==> src/rtl/dmem_arb_pkg.sv <==
// Shared definitions for the data-memory port arbiter.
// Default widths, requester count, lock bound and requester indices.
package dmem_arb_pkg;

  localparam int DMEM_ADDR_W   = 32;
  localparam int DMEM_DATA_W   = 64;
  localparam int DMEM_NUM_REQ  = 3;
  localparam int DMEM_MAX_LOCK = 4;

  typedef enum logic [1:0] {
    REQ_CPU    = 2'd0,
    REQ_NIC_RX = 2'd1,
    REQ_NIC_TX = 2'd2
  } req_id_e;

endpackage

==> src/rtl/dmem_port_arbiter_rr_pick.sv <==
// Round-robin winner pick: rotate by ptr, lowest-set priority, rotate back.
// Ports: req (request vector), ptr (first index to consider), gnt (one-hot winner or 0).
module rr_pick #(
  parameter int N  = 3,
  parameter int PW = 2
) (
  input  logic [N-1:0]  req,
  input  logic [PW-1:0] ptr,
  output logic [N-1:0]  gnt
);

  logic [N-1:0] rq;
  logic [N-1:0] pri;

  // rq[i] is the request of requester (ptr+i) mod N
  always_comb begin
    rq = '0;
    for (int i = 0; i < N; i++) begin
      int k;
      k = i + int'(ptr);
      if (k >= N) k = k - N;
      rq[i] = req[k];
    end
  end

  assign pri = rq & (~rq + N'(1));

  always_comb begin
    gnt = '0;
    for (int j = 0; j < N; j++) begin
      int k;
      k = j - int'(ptr);
      if (k < 0) k = k + N;
      gnt[j] = pri[k];
    end
  end

endmodule

==> src/rtl/dmem_port_arbiter.sv <==
// Round-robin data-memory port arbiter with bounded lock and tagged read return.
// Ports: req/we/lock/addr/wdata per requester in; gnt/rvalid/rdata out; mem_* to memory.
module dmem_port_arbiter
  import dmem_arb_pkg::*;
#(
  parameter int NUM_REQ  = DMEM_NUM_REQ,
  parameter int ADDR_W   = DMEM_ADDR_W,
  parameter int DATA_W   = DMEM_DATA_W,
  parameter int MAX_LOCK = DMEM_MAX_LOCK
) (
  input  logic                      clk,
  input  logic                      reset,
  input  logic [NUM_REQ-1:0]        req,
  input  logic [NUM_REQ-1:0]        we,
  input  logic [NUM_REQ-1:0]        lock,
  input  logic [NUM_REQ*ADDR_W-1:0] addr,
  input  logic [NUM_REQ*DATA_W-1:0] wdata,
  output logic [NUM_REQ-1:0]        gnt,
  output logic [NUM_REQ-1:0]        rvalid,
  output logic [DATA_W-1:0]         rdata,
  output logic                      mem_en,
  output logic                      mem_wr_en,
  output logic [ADDR_W-1:0]         mem_addr,
  output logic [DATA_W-1:0]         mem_wdata,
  input  logic [DATA_W-1:0]         mem_rdata
);

  localparam int PW = (NUM_REQ > 1) ? $clog2(NUM_REQ) : 1;
  localparam int LW = $clog2(MAX_LOCK + 1);

  logic [PW-1:0]      ptr;
  logic [PW-1:0]      owner;
  logic               owner_v;
  logic [LW-1:0]      lock_cnt;
  logic [NUM_REQ-1:0] rd_tag;

  logic [NUM_REQ-1:0] pick;
  logic [NUM_REQ-1:0] gnt_c;
  logic [PW-1:0]      win;
  logic [PW-1:0]      ptr_nxt;
  logic [LW-1:0]      cnt_base;
  logic               own_hit;
  logic               any_gnt;
  logic               keep;

  rr_pick #(
    .N  (NUM_REQ),
    .PW (PW)
  ) u_pick (
    .req (req),
    .ptr (ptr),
    .gnt (pick)
  );

  // an owner that dropped req loses the port and normal arbitration runs now
  always_comb begin
    own_hit = owner_v & req[owner];
    gnt_c   = own_hit ? (NUM_REQ'(1) << owner) : pick;
    gnt     = reset ? gnt_c : '0;
    any_gnt = |gnt;
  end

  always_comb begin
    win = '0;
    for (int i = 0; i < NUM_REQ; i++) begin
      if (gnt[i]) win = PW'(i);
    end
  end

  always_comb begin
    mem_en    = any_gnt;
    mem_wr_en = any_gnt & we[win];
    mem_addr  = any_gnt ? addr[win*ADDR_W +: ADDR_W] : '0;
    mem_wdata = any_gnt ? wdata[win*DATA_W +: DATA_W] : '0;
  end

  // a new winner starts its lock budget from zero
  always_comb begin
    ptr_nxt  = (win == PW'(NUM_REQ - 1)) ? '0 : win + PW'(1);
    cnt_base = own_hit ? lock_cnt : '0;
    keep     = lock[win] && (cnt_base < LW'(MAX_LOCK - 1));
  end

  always_ff @(posedge clk) begin
    if (!reset) begin
      ptr      <= '0;
      owner    <= '0;
      owner_v  <= 1'b0;
      lock_cnt <= '0;
      rd_tag   <= '0;
    end else if (any_gnt) begin
      ptr      <= ptr_nxt;
      owner    <= keep ? win : '0;
      owner_v  <= keep;
      lock_cnt <= keep ? cnt_base + LW'(1) : '0;
      rd_tag   <= mem_wr_en ? '0 : gnt;
    end else begin
      owner    <= '0;
      owner_v  <= 1'b0;
      lock_cnt <= '0;
      rd_tag   <= '0;
    end
  end

  assign rvalid = reset ? rd_tag : '0;
  assign rdata  = mem_rdata;

endmodule

==> config.mk <==
export PLATFORM = sky130hd
export DESIGN_NAME = dmem_port_arbiter
export DESIGN_NICKNAME = d
export VERILOG_FILES = /design/src/rtl/dmem_arb_pkg.sv /design/src/rtl/dmem_port_arbiter_rr_pick.sv /design/src/rtl/dmem_port_arbiter.sv
export SDC_FILE = /design/constraint.sdc
export NUM_CORES = 1
export LEC_CHECK = 0
export CAP_MARGIN = 20
export CORE_AREA = 4 4 203 205
export DETAILED_ROUTE_END_ITERATION = 10
export DIE_AREA = 0 0 207 209
export GPL_ROUTABILITY_DRIVEN = 1
export MAX_ROUTING_LAYER = met4
export PLACE_DENSITY = 0.44
export SKIP_CTS_REPAIR_TIMING = 1
export SLEW_MARGIN = 40
export SYNTH_ARGS = -nofsm -noshare
export SYNTH_HDL_FRONTEND = slang
export SYNTH_HIERARCHICAL = 1
export SYNTH_SLANG_ARGS = --single-unit
==> constraint.sdc <==
create_clock -name clk -period 3.9 [get_ports clk]
set_input_delay 0.78 -clock clk [delete_from_list [all_inputs] [get_ports clk]]
set_output_delay 0.78 -clock clk [all_outputs]
set_load 0.01 [all_outputs]
## Word-level counts from Yosys, hierarchy flattened

Index checks and enable logic that the tools add are counted.
W data, S select, Z words.

| operators by class | value |
|---|---|
| add/sub/neg operators | 14 |
| magnitude comparators | 15 |
| equality and inequality tests | 1 |
| shifts and indexed selects | 3 |
| multiplexer cells | 39 |
| bitwise logic cells | 6 |
| reductions and logical operators | 5 |

Operators with widths:

| cell | count |
|---|---|
| $mux W32 | 7 |
| $lt A32 B4 Y1 const B | 6 |
| $shiftx A192 B9 Y64 | 1 |
| $add A32 B3 Y32 const B | 3 |
| $lt A32 B1 Y1 const B | 3 |
| $shiftx A96 B8 Y32 | 1 |
| $ge A32 B3 Y1 const B | 2 |
| $mux W64 | 1 |
| $sub A32 B3 Y32 const B | 2 |
| $bmux W1 S2 | 9 |
| $mux W1 | 16 |
| $mux W3 | 4 |
| $add A3 B1 Y3 const B | 2 |
| $lt A2 B3 Y1 const B | 2 |
| $reduce_or A3 Y1 | 2 |
| $sub A1 B2 Y3 const A | 2 |
| $mux W2 | 2 |
| $add A1 B2 Y3 const A | 1 |
| $add A2 B2 Y3 const A | 1 |
| $and A3 B3 Y3 | 1 |
| $lt A3 B2 Y1 const B | 1 |
| $not A3 Y3 | 1 |
| $reduce_and A3 Y1 | 1 |
| $shl A1 B2 Y3 const A | 1 |
| 9 further kinds | 11 |

| storage, ports and cells | value |
|---|---|
| register bits | 11 |
| input bits | 363 |
| output and inout port bits | 168 |
| logic and storage cells | 88 |

## Logic depth before layout (Yosys ltp)

Gate-level depths: netlist (run 1).

| logic depth | value |
|---|---|
| depth after elaboration | 20 |
| gate-level depth with buffers | 16 |
| gate-level depth less buffers | 13 |

## Modules after synthesis

Netlist (run 1), hierarchy kept.

Modules (own cells, without submodules):

| module | instances | cells each | area an instance (µm²) | seq. area each (µm²) |
|---|---|---|---|---|
| dmem_port_arbiter | 1 | 479 | 2,926.6 | 220.2 |
| rr_pick | 1 | 31 | 227.7 | 0.0 |

## Least setup slack after synthesis (run 1)

No wires, ideal clock.

| path | value |
|---|---|
| path type | input to output |
| start | input port req[0] |
| end | output port mem_addr[0] |
| data arrival time | 2.532 ns |
| required time | 3.120 ns |
| slack | 0.588 ns |
| cell stages on the path | 10 |
| buffers on the path | 2 |
| cell sequence | nor4b_2 -> a32o_1 -> mux2_2 -> a22oi_1 -> o22a_2 -> inv_2 -> buf_4 -> clkbuf_1 -> nand2_1 -> o21ai_1 |

| between the ends | value |
|---|---|
| elaborated cells between the ends (all ways) | 31 |
| those cells by class | add/sub: 1; shift: 1; mux: 25; bitwise: 3; reduce/logical: 1 |

RTL lines:

| element | line | source |
|---|---|---|
| start: declaration | dmem_port_arbiter.sv:13 | `input logic [NUM_REQ-1:0] req,` |
| $bmux W1 S2 | dmem_port_arbiter_rr_pick.sv:22 | `rq[i] = req[k];` |
| $mux W1 (implied by the code) (2 in series) | dmem_port_arbiter_rr_pick.sv:22 |  |
| $not A3 Y3 | dmem_port_arbiter_rr_pick.sv:26 | `assign pri = rq & (~rq + N'(1));` |
| $add A3 B1 Y3 | dmem_port_arbiter_rr_pick.sv:26 |  |
| $and A3 B3 Y3 (*) | dmem_port_arbiter_rr_pick.sv:26 |  |
| $bmux W1 S2 (*) | dmem_port_arbiter_rr_pick.sv:34 | `gnt[j] = pri[k];` |
| $mux W1 (implied by the code) (*) (2 in series) | dmem_port_arbiter_rr_pick.sv:34 |  |
| named net pick[2] | dmem_port_arbiter.sv:37 | `logic [NUM_REQ-1:0] pick;` |
| $mux W3 (*) | dmem_port_arbiter.sv:58 | `gnt_c = own_hit ? (NUM_REQ'(1) << owner) : pick;` |
| $mux W3 (*) | dmem_port_arbiter.sv:59 | `gnt = reset ? gnt_c : '0;` |
| $mux W2 | dmem_port_arbiter.sv:66 | `if (gnt[i]) win = PW'(i);` |
| $shiftx A96 B8 Y32 | dmem_port_arbiter.sv:73 | `mem_addr = any_gnt ? addr[win*ADDR_W +: ADDR_W] : '0;` |
| $mux W32 (*) | dmem_port_arbiter.sv:73 |  |
| end: declaration | dmem_port_arbiter.sv:23 | `output logic [ADDR_W-1:0] mem_addr,` |

The timed path passes the listed nets; every way through them passes the cells marked *. The select of a mux whose other input is x is not followed.

## Final worst setup path (run 1)

| path | value |
|---|---|
| start | input port req[0] |
| end | output port mem_wdata[61] |

| between the ends | value |
|---|---|
| elaborated cells between the ends (all ways) | 31 |
| those cells by class | add/sub: 1; shift: 1; mux: 25; bitwise: 3; reduce/logical: 1 |

RTL lines:

| element | line | source |
|---|---|---|
| $bmux W1 S2 | dmem_port_arbiter_rr_pick.sv:22 |  |
| $mux W1 (implied by the code) (2 in series) | dmem_port_arbiter_rr_pick.sv:22 |  |
| $not A3 Y3 | dmem_port_arbiter_rr_pick.sv:26 |  |
| $add A3 B1 Y3 | dmem_port_arbiter_rr_pick.sv:26 |  |
| $and A3 B3 Y3 (*) | dmem_port_arbiter_rr_pick.sv:26 |  |
| $bmux W1 S2 (*) | dmem_port_arbiter_rr_pick.sv:34 |  |
| $mux W1 (implied by the code) (*) (2 in series) | dmem_port_arbiter_rr_pick.sv:34 |  |
| named net pick[0] | dmem_port_arbiter.sv:37 |  |
| $mux W3 (*) | dmem_port_arbiter.sv:58 |  |
| $mux W3 (*) | dmem_port_arbiter.sv:59 |  |
| $reduce_or A3 Y1 (*) | dmem_port_arbiter.sv:60 | `any_gnt = \|gnt;` |
| $mux W64 (*) | dmem_port_arbiter.sv:74 | `mem_wdata = any_gnt ? wdata[win*DATA_W +: DATA_W] : '0;` |
| end: declaration | dmem_port_arbiter.sv:24 | `output logic [DATA_W-1:0] mem_wdata,` |

Marked as above.

==> run_results.csv, run 1 <==
group,metric,value,unit
status,status,"finished, violations left",
status,violations,"setup timing",
place,preCtsSetupSlack,-0.621,ns
synth,avgSynthCellArea,6.18,um^2
power,power.density,447,nW/um^2
power,peakVddDrop,0.000158,V
clock_tree,cts_buffer_depth,2,
detailed_routing,wl_per_cell,17.0,um
grt,grt_usage,10.0,%
clock_tree,htreeDepth,1,
detailed_routing,via_per_inst,3.70,
synth,ys_warn_count,6,
floorplanning,fp.dieH,209,um
synth,synth_cell_types,42,
detailed_routing,vias,5193,
setup_path,cp_data_arrival_time,3.18,ns
setup_path,r2r_end,"rd_tag[1]",
sta,tns,-0.225,ns
synth,synth_fp_nets,877,
sta,final_max_slew_viol_count,0,
sta,tightest_slew,0.474,ns
setup_path,slowest_delay,0.47,ns
synth,synth_top_cells_by_area,"a22oi_1 (24%), buf_4 (17%), o21ai_1 (15%)",
setup_path,critPathKind,"primary input to primary output",
grt,antenna_found_initial,3,
detailed_routing,wl,23800,um
floorplanning,initial_core_util,7.99,%
grt,grt-ovfl-total,0,
synth,synth_area,3150,um^2
synth,synth_cells,510,
worst_hold_path,worstHoldEndpoint,"lock_cnt[0]",
sta,post-route-min-period,3.96,ns
finish,fillers,4435,
clock_tree,cts_tree,"done",
setup_path,cp_data_required_time,3.12,ns
power,p_leak,4.20,nW
finish,nets,1244,
worst_hold_path,hp-class,"register to register",
synth,ys_ff_latch,11,
floorplanning,rows,73,
finish,area_growth,161,%
setup_path,rr_worst_depth,14,
grt,grt_pass1_wl,33100,um
sta,final.setup.worst_slack,-0.0649,ns
synth,ys_seq_area_share,6.98,%
setup_path,r2r-start,"ptr[1]",
synth,yosys.area.top_type,"a22oi_1",
worst_hold_path,holdPathStages,2,
floorplanning,die_w,207,um
floorplanning,io_pins,531,
setup_path,crit_path_start_kind,"primary input",
place,hpwl,20000,um
clock_tree,cts_root_buf,"clkbuf_16",
sta,finalSetupViolations,4,
place,gp_congestion,0.861,
detailed_routing,antenna_left,0,
clock_tree,numCtsBuffers,3,
setup_path,cp_slowest_cell,"clkdlybuf4s50_1",
job,drv_cap,0,
sta,max_freq,0.252,GHz
clock_tree,path_clk_slew,0.05,ns
synth,synth.top_cell.area_share,23.6,%
floorplanning,core,39500,um^2
setup_path,crit_fanout,11,
place,placed_cell_area,7710,um^2
setup_path,path_cells,"clkbuf_2, nor2b_2, o2111ai_1, o21ai_0, o2bb2ai_2, and3_1, a22oi_2, a21oi_4, buf_12, buf_4, a22oi_1, o21ai_1, clkdlybuf4s50_1",
sta,grt_setup_unrepaired,"yes",
clock_tree,cts.sinks,11,
sta,clock_skew,0.00423,ns
clock_tree,clk_latency,0.24,ns
worst_hold_path,hold_path_startpoint,"lock_cnt[0]",
sta,post-route-period-util,102,%
sta,hold_violations,0,
grt,grt_max_degree,52,
detailed_routing,drt-initial-drc-count,236,
setup_path,worst-r2r-setup-slack,1.09,ns
setup_path,worstSetupEndpointType,"primary output",
grt,grt_pass1_vias,5297,
floorplanning,dieArea,43300,um^2
detailed_routing,drtPass1Iterations,5,
finish,final_area,8230,um^2
finish,drive_above_1_share,11.2,%
sta,relSlewSlack,68.1,%
place,io_buffers,402,
detailed_routing,drc_errors,0,
through the flow:
step | power [W] | std cells | utilization [%] | hold slack (ns)
global placement | 0.00354 | 1388 | 19.5 | 0.563
global route | 0.00399 | 1403 | 20.9 | 0.598
detailed placement | 0.00352 | 1388 | 19.5 | 0.556
floorplan | 0.00162 | 510 | - | 0.508
CTS | 0.00374 | 1392 | 19.7 | 0.569
finish | 0.00368 | 1403 | 20.9 | 0.560
sequential cells by signal (all words and copies together), names as in the netlist:
| name | count |
|---|---|
| ptr | 2 |
| owner | 2 |
| rd_tag | 3 |
| owner_v | 1 |
| lock_cnt | 3 |
cells by family after synthesis:
kind of cell | synth area share, %
buffers and inverters | 23.8
flip-flops | 6.98
multiplexers | 1.63
AND/OR/NAND/NOR | 18.8
AO/OA/AOI/OAI | 46.9
adder cells (fa/ha/maj) | 1.59
XOR/XNOR | 0.278
synth_stat cells:
cell       instances
a211oi_2           1
a21boi_1           1
a21oi_1            6
a21oi_2            1
a22oi_1           99
a2bb2oi_1          1
a31oi_1            3
a32o_1             1
a32oi_1            2
and2_1             5
and3_1             3
and3b_1            1
buf_2             17
buf_4             70
buf_6              2
clkbuf_1          19
dfxtp_1           11
ha_1               4
inv_1             10
inv_2              2
mux2_2             1
mux2i_1            4
nand2_1          103
nand2b_1           7
nand3_1            2
nand3b_1           2
nor2_1             8
nor2b_1            2
nor3_1             3
nor3b_1            1
nor4b_2            1
o2111ai_1          1
o211a_1            2
o211ai_1           4
o21a_1             2
o21ai_0            6
o21ai_1           97
o21ai_2            1
o22a_2             1
o22ai_1            1
o2bb2ai_1          1
xor2_1             1
critical path: cells and delay by family:
kind	cells	cell delay [ns]
buf+inv	4	0.93
simple gates	2	0.38
compound gates	7	1.08
report_power, final:
part | switching, W | internal [W]
clock | 0.0000572 | 0.000136
combinational | 0.00154 | 0.00178
sequential | 0.0000245 | 0.000139
placed cells by master (no fill, tap or decap), types with 3 or more instances in the layout:
cell type	netlist	layout
clkdlybuf4s50_1	0	306
nand2_1	103	103
o21ai_1	97	96
a22oi_1	99	94
dlymetal6s2s_1	0	94
buf_4	70	51
buf_12	0	10
inv_1	10	9
dfxtp_1	11	9
nor2_1	8	8
nand2b_1	7	7
a21oi_1	6	6
and2_1	5	5
a22oi_2	0	5
o21ai_0	6	5
mux2i_1	4	4
o211ai_1	4	4
clkbuf_16	0	4
buf_6	2	4
nor3_1	3	3
o21ai_2	1	3
and3_1	3	3
a31oi_1	3	3
worst max path at each step:
stage | startpoint | end | slack (ns) | cells after the start
3_3_place_gp | req[0] | mem_addr[11] | -0.63 | 11
3_5_place_dp | req[0] | mem_wdata[0] | -0.62 | 11
4_1_cts | req[0] | mem_wdata[23] | -0.66 | 13
6_report | req[0] | mem_wdata[61] | -0.06 | 13
5_1_grt | req[1] | mem_wdata[32] | -0.25 | 13
2_1_floorplan | req[0] | mem_addr[0] | 0.59 | 10
per-layer routing:
metal  wire length (um)  part of all wire (%)  GRT usage, %
met4                471                   2.0          2.30
met3               1530                   6.4          2.12
met2              11800                    50          16.9
met1              10000                    42          12.3
met5                  0                     0             -
layout make-up:
class / instances / area [um^2] / area share (%)
Timing Repair Buffer: 469 / 4930 / 59.9
Multi-Input combinational cell: 379 / 2270 / 27.6
Tap cell: 525 / 657 / 7.98
Inverter: 12 / 58.8 / 0.714
Clock inverter: 1 / 5.00 / 0.0608
Clock buffer: 3 / 75.1 / 0.912
Antenna cell: 2 / 5.00 / 0.0608
Sequential cell: 11 / 223 / 2.71
Timing Repair inverter: 1 / 8.76 / 0.106
Note: power is estimated with default switching activity, not from simulation.
==> run 2: changes to the inputs <==
--- a/config.mk
+++ b/config.mk
@@ -11,7 +11,6 @@
 export DIE_AREA = 0 0 207 209
 export GPL_ROUTABILITY_DRIVEN = 1
 export MAX_ROUTING_LAYER = met4
-export PLACE_DENSITY = 0.44
 export SKIP_CTS_REPAIR_TIMING = 1
 export SLEW_MARGIN = 40
 export SYNTH_ARGS = -nofsm -noshare
==> run 2 against run 1 <==
Non-clock buffer count increased by 4. Critical path depth unchanged. Highest routed layer unchanged. First-iteration DRC count increased by 18%. Clock power about the same. Flip-flop and latch count unchanged. Clock-buffer cell count unchanged. Register-to-register slack improved by 0.12 ns. The flow now finishes without violations. Maximum frequency increased by 5.5%.
==> run_results.csv, run 2 (synthesis gave the netlist of run 1 again) <==
group,metric,value,unit
setup_path,crit_fanout,21,
clock_tree,numCtsBuffers,3,
grt,antenna_found_initial,2,
clock_tree,clk_latency,0.24,ns
job,drv_cap,0,
sta,max_freq,0.266,GHz
place,hpwl,19400,um
place,gp_congestion,0.922,
floorplanning,core,39500,um^2
setup_path,r2r_end,"rd_tag[1]",
floorplanning,die_w,207,um
sta,post-route-min-period,3.76,ns
setup_path,critPathKind,"primary input to primary output",
floorplanning,io_pins,531,
detailed_routing,wl,24000,um
clock_tree,cts.sinks,11,
grt,grt-ovfl-total,0,
finish,layout_common_cells,"clkdlybuf4s50_1 (302), nand2_1 (103), o21ai_1 (96)",
detailed_routing,drc_errors,0,
sta,post-route-period-util,96.3,%
setup_path,rr_worst_depth,14,
grt,grt_usage,9.69,%
setup_path,path_common_cell,"dlymetal6s2s_1",
setup_path,worstSetupEndpointType,"primary output",
setup_path,path_cells,"dlymetal6s2s_1, mux2i_2, o2111ai_1, o21ai_0, o2bb2ai_2, and3_1, a22oi_2, a21oi_4, buf_6, clkbuf_16, a22oi_1, o21ai_1, dlymetal6s2s_1",
power,peakVddDrop,0.000215,V
worst_hold_path,hold_path_startpoint,"ptr[1]",
finish,multi_input_area,2290,um^2
worst_hold_path,hp-class,"register to register",
clock_tree,htreeDepth,1,
sta,hold_ws,0.561,ns
setup_path,cp_data_required_time,3.12,ns
sta,clock_skew,0.00510,ns
detailed_routing,wl_per_cell,17.1,um
setup_path,r2r-start,"ptr[1]",
detailed_routing,drtPass1Iterations,5,
grt,grt_pass1_vias,5250,
detailed_routing,antenna_left,0,
floorplanning,rows,73,
grt,grt_max_degree,47,
finish,nets,1247,
finish,fillers,4415,
sta,final_max_slew_viol_count,0,
sta,finalSetupViolations,0,
sta,hold_violations,0,
sta,relSlewSlack,72.4,%
detailed_routing,vias,5349,
floorplanning,fp.dieH,209,um
power,power.density,461,nW/um^2
clock_tree,cts_buffer_depth,2,
clock_tree,cts_tree,"done",
detailed_routing,drt-initial-drc-count,279,
sta,tightest_slew,0.410,ns
setup_path,crit_path_start_kind,"primary input",
grt,grt_pass1_wl,32100,um
worst_hold_path,holdPathStages,2,
setup_path,worst-r2r-setup-slack,1.21,ns
setup_path,cp_slowest_cell,"a21oi_4",
power,p_leak,4.12,nW
finish,regArea,223,um^2
floorplanning,initial_core_util,7.99,%
clock_tree,cts_root_buf,"clkbuf_16",
finish,area_growth,160,%
finish,drive_above_1_share,13.0,%
worst_hold_path,worstHoldEndpoint,"ptr[1]",
setup_path,slowest_delay,0.33,ns
status,status,"complete, no violations",
setup_path,cp_data_arrival_time,2.98,ns
place,preCtsSetupSlack,-0.694,ns
detailed_routing,via_per_inst,3.80,
place,io_buffers,402,
sta,final.setup.worst_slack,0.143,ns
finish,top_regs,"lock_cnt: 3 flops, rd_tag: 3 flops",
finish,layout.cells.most_common,"clkdlybuf4s50_1",
clock_tree,path_clk_slew,0.04,ns
floorplanning,dieArea,43300,um^2
[run 2: cell types whose count changed in the layout (fill, tap and decap cells not counted), moves of 2 or more]
cell / delta
clkbuf_2: +12
dlymetal6s2s_1: -7
buf_4: +4
clkdlybuf4s50_1: -4
a22oi_1: -3
a22oi_2: +3
buf_6: -2
clkbuf_16: +2
[run 2: layer usage]
metal | track usage, % | share of wire, %
met5 | - | 0
met2 | 16.0 | 49
met4 | 4.10 | 4.2
met3 | 2.30 | 7.8
met1 | 11.3 | 39
[run 2: worst max-delay path by stage]
stage	from	to	slack, ns	cells after the start
6_report	req[1]	mem_wdata[27]	0.14	13
2_1_floorplan	req[0]	mem_addr[0]	0.59	10
3_3_place_gp	req[2]	mem_wdata[5]	-0.69	12
5_1_grt	req[1]	mem_wdata[27]	-0.05	13
4_1_cts	req[2]	mem_wdata[5]	-0.73	12
3_5_place_dp	req[2]	mem_wdata[5]	-0.69	12
[run 2: critical path: cells and delay by family]
kind	cells	cell delay, ns
muxes	1	0.19
buffers and inverters	4	0.73
AOI/OAI and AO/OA	7	1.06
and+or+nand+nor	1	0.19
[run 2: cell type report]
class	count	area share, %
Timing Repair Buffer	473	59.7
Sequential cell	11	2.71
Clock inverter	1	0.0609
Antenna cell	2	0.0609
Multi-Input combinational cell	379	27.9
Tap cell	525	8.00
Inverter	12	0.624
Clock buffer	3	0.914
[run 2: metrics by stage]
step / std cells / cell area (um^2) / setup TNS (ns) / util, % / power, W
after floorplan: 510 / 3150 / 0 / - / 0.00162
after global placement: 1388 / 7700 / -49.20 / 19.5 / 0.00349
after detailed placement: 1388 / 7700 / -50.39 / 19.5 / 0.00350
after CTS: 1392 / 7780 / -52.63 / 19.7 / 0.00371
after global routing: 1406 / 8220 / -0.272 / 20.8 / 0.00407
final: 1406 / 8220 / 0 / 20.8 / 0.00378
[run 2: power breakdown]
group | internal, W | leakage (nW) | switching (W)
Sequential | 0.000139 | 0.0905 | 0.0000223
Clock | 0.000136 | 0.0409 | 0.0000549
Combinational | 0.00181 | 3.99 | 0.00162
Total | 0.00208 | 4.12 | 0.00170
